### config.mk
export PLATFORM = sky130hd
export DESIGN_NAME = jk_mod_counter
export DESIGN_NICKNAME = d
export VERILOG_FILES = /design/src/rtl/jk_pkg.sv /design/src/rtl/jk_bit_cell.sv /design/src/rtl/jk_mod_counter.sv
export SDC_FILE = /design/constraint.sdc
export NUM_CORES = 1
export LEC_CHECK = 0
export ABC_AREA = 0
export BUFFER_PORTS_ARGS = -buffer_cell sky130_fd_sc_hd__buf_2
export CAP_MARGIN = 20
export CORE_MARGIN = 2
export CORE_UTILIZATION = 40
export CTS_BUF_LIST = sky130_fd_sc_hd__clkbuf_4 sky130_fd_sc_hd__clkbuf_8 sky130_fd_sc_hd__clkbuf_16
export CTS_CLUSTER_DIAMETER = 30
export DETAILED_ROUTE_END_ITERATION = 7
export PLACE_DENSITY_LB_ADDON = 0.2
export SLEW_MARGIN = 20
export SYNTH_ARGS = -nofsm -noshare
export SYNTH_HDL_FRONTEND = slang
export SYNTH_SLANG_ARGS = --single-unit
export TNS_END_PERCENT = 30
### constraint.sdc
create_clock -name clk -period 4.3 [get_ports clk]
set_clock_uncertainty 0.2 [all_clocks]
set_input_delay 0.645 -clock clk [delete_from_list [all_inputs] [get_ports clk]]
set_output_delay 0.645 -clock clk [all_outputs]
set_load 0.01 [all_outputs]
### src/rtl/jk_pkg.sv
// Shared constants for the JK-cell based modulo counter.
//   mode_e  : counter operation select (hold / up / down / load)
//   JK_*    : {j,k} drive codes applied to a single JK flip-flop cell
package jk_pkg;

  typedef enum logic [1:0] {
    MODE_HOLD = 2'b00,
    MODE_UP   = 2'b01,
    MODE_DOWN = 2'b10,
    MODE_LOAD = 2'b11
  } mode_e;

  localparam logic [1:0] JK_HOLD   = 2'b00;
  localparam logic [1:0] JK_RESET  = 2'b01;
  localparam logic [1:0] JK_SET    = 2'b10;
  localparam logic [1:0] JK_TOGGLE = 2'b11;

endpackage

### src/rtl/jk_bit_cell.sv
// Single JK flip-flop with asynchronous active-high reset to 0.
//   clk : rising-edge clock
//   rst : async reset, active-high
//   j,k : JK drive inputs ({j,k} coded per jk_pkg::JK_*)
//   q   : registered cell state
module jk_bit_cell
  import jk_pkg::*;
(
  input  logic clk,
  input  logic rst,
  input  logic j,
  input  logic k,
  output logic q
);

  logic state_q;
  logic state_d;

  // Next-state decode of the JK code; toggle is kept for a complete cell.
  always_comb begin
    state_d = state_q;
    case ({j, k})
      JK_SET:    state_d = 1'b1;
      JK_RESET:  state_d = 1'b0;
      JK_TOGGLE: state_d = ~state_q;
      default:   state_d = state_q;
    endcase
  end

  always_ff @(posedge clk or posedge rst) begin
    if (rst) state_q <= 1'b0;
    else     state_q <= state_d;
  end

  assign q = state_q;

endmodule

### src/rtl/jk_mod_counter.sv
// Parametrised modulo counter built from WIDTH JK flip-flop cells.
// Supports hold / up / down / load, a programmable maximum, and wrap or
// saturate behaviour at the limits.
//   clk, rst : rising-edge clock, async active-high reset
//   en       : count enable (0 forces hold)
//   mode     : 00 hold, 01 up, 10 down, 11 load
//   load_val : value taken in load mode (clamped to MAX)
//   q        : registered count
//   qb       : ~q (combinational)
//   at_max   : q == MAX (combinational)
//   at_zero  : q == 0 (combinational)
//   wrap     : registered one-cycle pulse on a wrapping edge
module jk_mod_counter
  import jk_pkg::*;
#(
  parameter int unsigned          WIDTH    = 8,
  parameter logic [WIDTH-1:0]     MAX      = {WIDTH{1'b1}},
  parameter bit                   SATURATE = 1'b0
) (
  input  logic             clk,
  input  logic             rst,
  input  logic             en,
  input  logic [1:0]       mode,
  input  logic [WIDTH-1:0] load_val,
  output logic [WIDTH-1:0] q,
  output logic [WIDTH-1:0] qb,
  output logic             at_max,
  output logic             at_zero,
  output logic             wrap
);

  logic [WIDTH-1:0] nxt_c;
  logic [WIDTH-1:0] j_c;
  logic [WIDTH-1:0] k_c;
  logic             wrap_d;
  logic             wrap_q;

  // Next count and wrap flag from current count, mode and parameters.
  always_comb begin
    nxt_c  = q;
    wrap_d = 1'b0;
    if (en) begin
      case (mode_e'(mode))
        MODE_UP: begin
          // Values above MAX are unreachable but recover like MAX.
          if (q < MAX) begin
            nxt_c = q + WIDTH'(1);
          end else if (SATURATE) begin
            nxt_c = MAX;
          end else begin
            nxt_c  = '0;
            wrap_d = 1'b1;
          end
        end
        MODE_DOWN: begin
          if (q != '0) begin
            nxt_c = q - WIDTH'(1);
          end else if (SATURATE) begin
            nxt_c = '0;
          end else begin
            nxt_c  = MAX;
            wrap_d = 1'b1;
          end
        end
        MODE_LOAD: begin
          nxt_c = (load_val > MAX) ? MAX : load_val;
        end
        default: begin
          nxt_c = q;
        end
      endcase
    end
  end

  // Set bits that rise, reset bits that fall; toggle code never arises.
  assign j_c = ~q & nxt_c;
  assign k_c = q & ~nxt_c;

  for (genvar i = 0; i < WIDTH; i++) begin : g_cell
    jk_bit_cell u_cell (
      .clk (clk),
      .rst (rst),
      .j   (j_c[i]),
      .k   (k_c[i]),
      .q   (q[i])
    );
  end

  always_ff @(posedge clk or posedge rst) begin
    if (rst) wrap_q <= 1'b0;
    else     wrap_q <= wrap_d;
  end

  assign wrap    = wrap_q;
  assign qb      = ~q;
  assign at_max  = (q == MAX);
  assign at_zero = (q == '0);

endmodule

# [Word-level counts from Yosys, hierarchy flattened]
# Cells that the tools add are included.
[word_totals] ff_bits=9 latchBits=0 ramBits=0 rom_bits=0 in_bits=13 memories=0
[op_classes] n_addsub=2 n_mul=0 div=0 order_cmp=2 n_eq_ne=28 shifts=0 n_mux=17 n_bitwise=12 n_reduce_logical=10
[op_table] cell="$eq A2 B2 Y1 const B" count=18
[op_table] cell="$mux W8" count=4
[op_table] cell="$pmux W1 S3" count=8
[op_table] cell="$pmux W8 S3" count=1
[op_table] cell="$reduce_bool A3 Y1" count=8
[op_table] cell="$eq A2 B1 Y1 const B" count=9
[op_table] cell="$and A8 B8 Y8" count=2
[op_table] cell="$not A8 Y8" count=2
[op_table] cell="$add A8 B1 Y8 const B" count=1
[op_table] cell="$eq A8 B8 Y1 const B" count=1
[op_table] cell="$gt A8 B8 Y1 const B" count=1
[op_table] cell="$logic_not A8 Y1" count=1
[op_table] cell="$lt A8 B8 Y1 const B" count=1
[op_table] cell="$not A1 Y1" count=8
[op_table] cell="$reduce_bool A8 Y1" count=1
[op_table] cell="$sub A8 B1 Y8 const B" count=1
[op_table] cell="$mux W1" count=3
[op_table] cell="$pmux W1 S2" count=1

# [Depth between registers and ports, before layout]
# Gate-level depths: netlist (run 1).
[logic_depth] depth_word=8 mapped_depth=9

# [Cells and area by module]
# From an unflattened synthesis (run 1), not the netlist that was laid out.
[unflattened] hier_cells=133 hier_area_um2=1008.5
[by_module_without_submodules] module="jk_mod_counter" n_inst=1 cells_each=101 area_per_inst_um2=708.2
[by_module_without_submodules] module="jk_bit_cell" n_inst=8 cells_each=4 area_per_inst_um2=37.5

# [Worst setup path before layout (run 1)]
# OpenSTA, ideal clock, no wires.
[synth_timing] path_type="input to register" startpoint="input port mode[1]" endpoint="register g_cell[5].u_cell.state_q" setup_time_ns=0.079 t_arrival_ns=2.183 t_required_ns=4.021 slack_ns=1.837 path_stages=8 path_buffers=0 path_cell_list="inv_1 > ha_1 > inv_1 > or4_1 > a21oi_1 > a221oi_1 > ha_1 > mux2i_1"
[synth_between] elab_chain_cells=7 word_cells_on_any_way=13
[synth_lines] element="start, declared" line_no="jk_mod_counter.sv:23" text="input logic [1:0] mode,"
[synth_lines] element="$eq A2 B2 Y1 or $eq A2 B1 Y1 (tied branches)" line_no="jk_mod_counter.sv:43" text="case (mode_e'(mode))"
[synth_lines] element="$pmux W8 S3 (*)" line_no="jk_mod_counter.sv:43"
[synth_lines] element="$mux W8 (*)" line_no="jk_mod_counter.sv:42" text="if (en) begin"
[synth_lines] element="$not A8 Y8" line_no="jk_mod_counter.sv:77" text="assign k_c = q & ~nxt_c;"
[synth_lines] element="$and A8 B8 Y8" line_no="jk_mod_counter.sv:77"
[synth_lines] element="$eq A2 B2 Y1 or $eq A2 B1 Y1 (tied branches)" line_no="jk_bit_cell.sv:22" text="case ({j, k})"
[synth_lines] element="$pmux W1 S3 or $reduce_bool A3 Y1 (tied branches)"
[synth_lines] element="end signal, assigned" line_no="jk_bit_cell.sv:32" text="else state_q <= state_d;"
[synth_lines] element="end, declared" line_no="jk_bit_cell.sv:16" text="logic state_q;"
# Mark *: on every way between the ends. The rest lies on a longest branch, timed or not.
# A chain may end at the register's enable or synchronous reset.

# [Worst setup path after layout (run 1)]
[layout_timing] startpoint="register g_cell[0].u_cell.state_q" endpoint="output port at_zero"
[layout_between] elab_chain_cells=1
[layout_lines] element="start, declared" line_no="jk_bit_cell.sv:16"
[layout_lines] element="start signal, assigned" line_no="jk_bit_cell.sv:32"
[layout_lines] element="$logic_not A8 Y1" line_no="jk_mod_counter.sv:97" text="assign at_zero = (q == '0);"
[layout_lines] element="end, declared" line_no="jk_mod_counter.sv:28" text="output logic at_zero,"
# No other way between the ends.

==> results of run 1 <==
-- where the power goes --
| part | switching (µW) | internal (µW) |
|---|---|---|
| Clock | 37.4 | 42.3 |
| Sequential | 98.1 | 118 |
| Combinational | 238 | 200 |
| Total | 373 | 361 |
-- cells in the mapped netlist (3+ instances only) --
| library cell | number | area (µm²) |
|---|---|---|
| ha_1 | 15 | 188 |
| nand2_1 | 15 | 56.3 |
| inv_1 | 13 | 48.8 |
| buf_4 | 10 | 75.1 |
| mux2i_1 | 10 | 100 |
| dfrtp_1 | 9 | 225 |
| nor2_1 | 7 | 26.3 |
| o21ai_0 | 7 | 35.0 |
| a21oi_1 | 5 | 25.0 |
| a22oi_1 | 3 | 22.5 |
| a32oi_1 | 3 | 26.3 |
| and3_1 | 3 | 18.8 |
| clkbuf_1 | 3 | 11.3 |
-- per-layer routing --
metal / up-vias / routed length, µm / GRT usage [%]
met5: - / 0 / 0
met2: 40 / 1350 / 30.2
met4: 0 / 14 / 3.65
met3: 2 / 176 / 4.99
li1: 527 / - / -
met1: 520 / 1270 / 23.8
-- layout make-up --
class	instances	area, µm²	area share, %
Multi-Input combinational cell	99	753	60.0
Sequential cell	9	225	17.9
Timing Repair Buffer	31	155	12.4
Inverter	14	52.6	4.19
Tap cell	31	38.8	3.09
Clock buffer	4	30.0	2.39
-- cell families after synthesis --
family / after synthesis / share of synthesized area (%)
flip-flops: 9 / 19.9
buffers and inverters: 29 / 13.7
multiplexers: 10 / 8.83
adder cells (fa/ha/maj): 15 / 16.6
XOR/XNOR: 2 / 1.55
AND/OR/NAND/NOR: 39 / 19.4
AO/OA/AOI/OAI: 33 / 20.1
-- placed cells by master (no fill, tap or decap), types with 4 or more instances in the layout --
cell type  instances
inv_1             13
a21oi_1            5
nand2_1           15
nor2_1             7
ha_1              15
dfrtp_1            9
buf_2             31
clkbuf_4           4
o21ai_0            7
mux2i_1           10
-- sequential cells by signal, summed over array words and instances, names as in the netlist --
signal / count
g_cell.u_cell.q: 8
wrap: 1
-- worst paths after layout --
kind,from,end,slack [ps],cells after the start
setup / recovery,g_cell[0].u_cell.q$_DFFE_PP0P_,at_zero,1680,6
hold / removal,rst,g_cell[2].u_cell.q$_DFFE_PP0P_,130,2
min in group clk,en,wrap$_DFF_PP0_,420,3
setup reg to reg,g_cell[0].u_cell.q$_DFFE_PP0P_,g_cell[5].u_cell.q$_DFFE_PP0P_,1790,7
max in group asynchronous,rst,wrap$_DFF_PP0_,3480,2
hold reg to reg,g_cell[5].u_cell.q$_DFFE_PP0P_,g_cell[5].u_cell.q$_DFFE_PP0P_,550,2
-- metrics by stage --
stage | area (µm²) | total power, µW | cells
after floorplan | 1130 | 578 | 137
after global placement | 1220 | 645 | 184
after detailed placement | 1220 | 657 | 184
after CTS | 1250 | 739 | 188
after global routing | 1250 | 803 | 188
final | 1250 | 734 | 188
-- critical path, cell delays in order (launching register included) --
cell,delay (ps)
dfrtp_1,490
inv_1,180
ha_1,170
nor4b_4,320
nand2_1,120
inv_1,90
buf_2,130
==> flow_metrics.tcl, run 1 <==
set metrics [dict create \
    dpl.hpwl_mm 2.18 \
    hp-class "input port to async pin" \
    numCtsBuffers 3 \
    overflow 0 \
    setup_slack_ps 1680 \
    area_growth_pct 10.7 \
    cts_setup_buffers 0 \
    hold_viol_final 0 \
    grt_usage_pct 18.2 \
    fp-row-count 19 \
    gp_congestion 0.847 \
    via_count 1089 \
    synth_enable_flop_cells 0 \
    cts_tree "built" \
    die_w_um 57.2 \
    final_layout_size_suffix_gt1_share_pct 24.8 \
    clockBufferDepth 2 \
    dieArea_um2 3280 \
    die_y_um 57.2 \
    yosysSeqAreaShare_pct 19.9 \
    dr.pass1.iters 4 \
    io-pin-count 32 \
    finalNetCount 186 \
    cts_sinks 9 \
    synthArstFlopShare_pct 100 \
    fillerInstances 279 \
    synth_area_per_cell_um2 8.27 \
    timing.final.crit_period_ps 2620 \
    synth-seq-cells 9 \
    syn_inst 137 \
    drt_iter0_markers 48 \
    drv_slew 0 \
    port_buffers 31 \
    ys_warn_count 0 \
    drc 0 \
    worstSetupPathType "flop to output pin" \
    grt_antenna_before_repair 0 \
    htreeDepth 1 \
    cts_hold_buf 0 \
    clk_pin_slew_ps 80 \
    hold_slack_ps 134 \
    finish.utilization_pct 45.9 \
    start_kind "flop" \
    routed_via_density 5.79 \
    synth_area_um2 1130 \
    rsz0062_at_grt "no" \
    period_share_pct 60.8 \
    root_buffer "clkbuf_4" \
    final_antenna_net_count 0 \
    critPathArrivalTime_ps 1770 \
    path_max_fanout 9 \
    status "finished, final reports clean" \
    slew_headroom_pct 54.7 \
    crit_required_ps 3450 \
    vdd_drop_max_v 0.000319 \
    post_drt_wl_per_cell_um 14.9 \
    cap_violations 0 \
    tns_ps 0 \
    cts_resized 0 \
    grt_max_degree 12 \
    p_leak_uw 0.000647 \
    synthesis.nets 165 \
    synth_flop_cell "dfrtp_1" \
    grt_pass1_wl_mm 4.58 \
    grt_pass1_vias 977 \
    tightest_slew_ps 679 \
    p_per_area_nw_per_um2 585 \
    routed_wl_mm 2.81 \
    antenna_cells 0 \
    setup_viol 0 \
    core_area_um2 2730 \
    yosys.cell_types.count 42 \
    clock_latency_ps 270 \
    initial_core_util_pct 41.5 \
    max_freq_ghz 0.382 \
    dp_slack_ps 1420 \
    cp-end-kind "output pin" \
]
Power figures use the tool's default switching activity.
==> inputs of run 2 (changes only) <==
==> constraint.sdc (replaced) <==
create_clock -name clk -period 2.6 [get_ports clk]
set_clock_uncertainty 0.2 [all_clocks]
set_input_delay 0.39 -clock clk [delete_from_list [all_inputs] [get_ports clk]]
set_output_delay 0.39 -clock clk [all_outputs]
set_load 0.01 [all_outputs]
==> run 2 against run 1 <==
  * First-iteration DRC count down 8.3%
  * Non-clock buffer count rose by 8
  * Largest cell class unchanged
  * Cell count grew 4.3%
  * Highest routed layer unchanged
  * Critical path depth up 3
  * Design area up 5.5%
  * Clock power is 71% higher
==> flow_metrics.tcl, run 2 (synthesis results as in run 1) <==
set metrics [dict create \
    status "finished, final reports clean" \
    reg2reg_to "g_cell[2].u_cell.q$_DFFE_PP0P_" \
    tightest_slew_ps 427 \
    initial_core_util_pct 41.5 \
    clock_latency_ps 280 \
    fp-row-count 19 \
    dieArea_um2 3280 \
    p_per_area_nw_per_um2 957 \
    drc 0 \
    post_drt_wl_per_cell_um 15.5 \
    worstSetupPathType "flop to flop" \
    core_area_um2 2730 \
    final_layout_size_suffix_gt1_share_pct 29.1 \
    grt_pass1_vias 1099 \
    area_growth_pct 16.8 \
    setup_slack_ps 127 \
    gp_congestion 0.915 \
    port_buffers 31 \
    final_antenna_net_count 0 \
    start_kind "flop" \
    min-delay-start "en" \
    largest_register_ffs 8 \
    cap_violations 0 \
    grt_antenna_before_repair 0 \
    critPathArrivalTime_ps 2470 \
    vdd_drop_max_v 0.000549 \
    reg2reg_slack_ps 130 \
    dr.pass1.iters 4 \
    clk_pin_slew_ps 80 \
    fillerInstances 266 \
    seq_area_um2 225 \
    max_freq_ghz 0.404 \
    routed_via_density 5.79 \
    die_w_um 57.2 \
    antenna_cells 0 \
    slew_headroom_pct 71.5 \
    hold_slack_ps 143 \
    clockBufferDepth 2 \
    cts_sinks 9 \
    crit_required_ps 2600 \
    cp-end-kind "flop" \
    ff2ff_path_depth 9 \
    grt_max_degree 11 \
    setup_viol 0 \
    grt_usage_pct 20.4 \
    routed_wl_mm 3.03 \
    finalNetCount 194 \
    dpl.hpwl_mm 2.32 \
    period_share_pct 95.1 \
    layout_common_cells "buf_2 (31), nand2_1 (15), ha_1 (15), inv_1 (12), mux2i_1 (10)" \
    tns_ps 0 \
    p_leak_uw 0.000683 \
    htreeDepth 1 \
    cts_tree "built" \
    regToRegStartpoint "g_cell[1].u_cell.q$_DFFE_PP0P_" \
    via_count 1135 \
    numCtsBuffers 3 \
    power_uw 1270 \
    overflow 0 \
    dp_slack_ps 131 \
    rsz0062_at_grt "no" \
    timing.final.crit_period_ps 2470 \
    final_common_cell "buf_2" \
    finish.utilization_pct 48.4 \
    die_y_um 57.2 \
    root_buffer "clkbuf_4" \
    path_max_fanout 7 \
    hold_viol_final 0 \
    drv_slew 0 \
    multi_input_area_um2 759 \
    holdPathEnd "wrap$_DFF_PP0_" \
    drt_iter0_markers 44 \
    hp-class "input port to flop" \
    hold_depth 3 \
    grt_pass1_wl_mm 5.15 \
    io-pin-count 32 \
]
## run 2: cell type report
class | instances | area share, %
multi-input cells | 99 | 57.4
well taps | 31 | 2.93
repair buffers | 39 | 16.4
clock buffers | 4 | 2.27
flip-flops and latches | 9 | 17.0
inverters | 14 | 3.97
## run 2: critical path, cell delays in order, from the launching register on
cell and delay (ps):
dfrtp_1 460, inv_1 180, ha_1 190, nor4b_4 320, buf_4 180, a21oi_1 50, o21ai_0 180, a22oi_1 130
ha_1 310, mux2i_1 200
## run 2: repair_timing
| action | in CTS | in global routing |
|---|---|---|
| hold buffers | 1 | 0 |
| hold endpoints to repair | 9 | 0 |
| endpoints found under the setup margin | 0 | 4 |
| setup buffers | 0 | 1 |
| gates resized for setup | 0 | 2 |
## run 2: worst max-delay path by stage
stage / from / endpoint / slack [ps]
final: g_cell[1].u_cell.q$_DFFE_PP0P_ / g_cell[2].u_cell.q$_DFFE_PP0P_ / 130
after global routing: g_cell[1].u_cell.q$_DFFE_PP0P_ / at_zero / 0.1
after CTS: g_cell[0].u_cell.q$_DFFE_PP0P_ / g_cell[6].u_cell.q$_DFFE_PP0P_ / 120
after detailed placement: g_cell[0].u_cell.q$_DFFE_PP0P_ / g_cell[6].u_cell.q$_DFFE_PP0P_ / 130
after global placement: g_cell[0].u_cell.q$_DFFE_PP0P_ / g_cell[6].u_cell.q$_DFFE_PP0P_ / 220
after floorplan: g_cell[0].u_cell.q$_DFFE_PP0P_ / g_cell[6].u_cell.q$_DFFE_PP0P_ / 350
## run 2: through the flow
stage,area (µm²),instances
global placement,1270,190
CTS,1310,195
detailed placement,1270,190
finish,1320,196
global route,1320,196
floorplan,1130,137
## run 2: report_power, final
part           internal (µW)  switching (µW)
clock                   70.0            66.3
combinational            358             434
sequential               196             141
## run 2: metal layers
metal  up-vias  routed length, µm  global-route usage, %
met2        53               1470                   32.2
met4         0                 43                   8.97
met3         5                240                   2.49
met5         -                  0                      0
li1        546                  -                      -
met1       531               1280                   27.9
==> inputs of run 3 (changes only) <==
--- a/config.mk
+++ b/config.mk
@@ -9,7 +9,7 @@
 export BUFFER_PORTS_ARGS = -buffer_cell sky130_fd_sc_hd__buf_2
 export CAP_MARGIN = 20
 export CORE_MARGIN = 2
-export CORE_UTILIZATION = 40
+export CORE_UTILIZATION = 30
 export CTS_BUF_LIST = sky130_fd_sc_hd__clkbuf_4 sky130_fd_sc_hd__clkbuf_8 sky130_fd_sc_hd__clkbuf_16
 export CTS_CLUSTER_DIAMETER = 30
 export DETAILED_ROUTE_END_ITERATION = 7
==> run 3 against run 2 <==
  * Core utilization down 12 points
  * Count of clock-buffer cells in the layout is the same
  * Combinational power decreased by 2%
  * Maximum frequency is 2.8% higher
  * Register-to-register slack improved by 70 ps
  * Routed wire length is 1.0% higher
  * Sequential cell count unchanged
  * Via count down 3.7%
==> flow_metrics.tcl, run 3 (synthesis results as in run 1) <==
set metrics [dict create \
    period_share_pct 92.5 \
    grt_pass1_wl_mm 5.06 \
    dr.pass1.iters 5 \
    vdd_drop_max_v 0.000333 \
    rsz0062_at_grt "no" \
    drv_slew 0 \
    hold_viol_final 0 \
    finalNetCount 191 \
    reg2reg_slack_ps 190 \
    routed_via_density 5.20 \
    worstSetupPathType "flop to flop" \
    timing.final.crit_period_ps 2410 \
    slew_headroom_pct 70.8 \
    core_area_um2 3630 \
    io-pin-count 32 \
    cpMostUsedCell "ha_1" \
    final_common_cell "buf_2" \
    final_area_um2 1340 \
    status "finished, final reports clean" \
    cp-end-kind "flop" \
    overflow 0 \
    max_stage_delay_ps 460 \
    critPathArrivalTime_ps 2330 \
    initial_core_util_pct 31.2 \
    fillerInstances 399 \
    via_count 1093 \
    setup_viol 0 \
    htreeDepth 1 \
    cts_sinks 9 \
    p_leak_uw 0.000678 \
    area_growth_pct 18.3 \
    tns_ps 0 \
    crit_required_ps 2520 \
    grt_max_degree 12 \
    post_drt_wl_per_cell_um 14.6 \
    hp-class "input port to flop" \
    path_max_fanout 7 \
    dpl.hpwl_mm 2.32 \
    cap_violations 0 \
    antenna_cells 0 \
    clock_latency_ps 240 \
    root_buffer "clkbuf_8" \
    critPathTopFamily "compound AO/OA/AOI/OAI gates" \
    drc 0 \
    layout_common_cells "buf_2 (31), nand2_1 (15), ha_1 (15), inv_1 (13), mux2i_1 (10)" \
    grt_pass1_vias 1074 \
    placed_area_um2 1280 \
    final_antenna_net_count 0 \
    tightest_slew_ps 438 \
    die_w_um 65.5 \
    final_layout_size_suffix_gt1_share_pct 27.2 \
    max_freq_ghz 0.416 \
    port_buffers 31 \
    grt_usage_pct 15.6 \
    fp-row-count 22 \
    path_buf_inv 0 \
    cpMaxStageDelayCell "dfrtp_1" \
    clk_pin_slew_ps 50 \
    path_cells "ha_1, nand4_1, o21ai_1, o21ai_0, a221oi_1, ha_1, mux2i_1" \
    routed_wl_mm 3.06 \
    largest_register_ffs 8 \
    drt_iter0_markers 55 \
    numCtsBuffers 3 \
    die_y_um 65.5 \
    gp_congestion 0.849 \
    cts_tree "built" \
    p_per_area_nw_per_um2 969 \
    start_kind "flop" \
    dieArea_um2 4290 \
    clockBufferDepth 2 \
    grt_antenna_before_repair 0 \
]
run 3: cell count changes in the layout (fill, tap and decap cells not counted):
cell and change:
inv_2 -1, clkbuf_4 -3, inv_1 +1, clkbuf_8 +3, buf_4 -3
run 3: stage by stage:
stage	std cells	power, µW	setup WS, ps	hold WS [ps]	utilization (%)
2_1_floorplan	137	957	348	17.9	-
3_3_place_gp	205	1110	219	206	35.1
3_5_place_dp	205	1120	205	203	35.1
4_1_cts	210	1310	201	205	36.7
5_1_grt	210	1430	3.78	221	36.9
6_report	210	1300	194	201	36.9
run 3: metal layers:
layer / wire [µm] / up-vias / GRT usage [%]
li1: - / 537 / -
met1: 1370 / 506 / 19.9
met2: 1420 / 44 / 25.0
met3: 204 / 6 / 2.74
met4: 72 / 0 / 8.07
met5: 0 / - / 0
run 3: tightest hold or removal path: cells and delay by family:
family	cells	cell delay (ps)
buffers and inverters	1	110
AND/OR/NAND/NOR	2	100
run 3: area by class of cell:
| type | count | area, µm² | area share [%] |
|---|---|---|---|
| well taps | 48 | 60.1 | 4.48 |
| inverters | 14 | 52.6 | 3.92 |
| clock buffers | 4 | 48.8 | 3.64 |
| flip-flops and latches | 9 | 225 | 16.8 |
| repair buffers | 36 | 195 | 14.6 |
| multi-input cells | 99 | 759 | 56.6 |
run 3: final timing paths:
kind / start / end / cells after the start
worst min-delay path: en / wrap$_DFF_PP0_ / 3
worst min register to register: g_cell[0].u_cell.q$_DFFE_PP0P_ / g_cell[0].u_cell.q$_DFFE_PP0P_ / 2
worst max register to register: g_cell[1].u_cell.q$_DFFE_PP0P_ / g_cell[5].u_cell.q$_DFFE_PP0P_ / 7
max in group asynchronous: rst / g_cell[5].u_cell.q$_DFFE_PP0P_ / 3
worst max-delay path: g_cell[1].u_cell.q$_DFFE_PP0P_ / g_cell[5].u_cell.q$_DFFE_PP0P_ / 7
min in group asynchronous: rst / g_cell[1].u_cell.q$_DFFE_PP0P_ / 3
run 3: repair_timing:
action,CTS,global route
resized for setup,0,1
endpoints found under the hold margin,9,0
hold buffers,1,0
endpoints found under the setup margin,0,1
buffers inserted,0,0
run 3: power breakdown:
part	internal, µW	total [µW]	switching, µW
logic	351	780	428
clock network	118	184	65.6
registers	197	336	139
total	666	1300	633
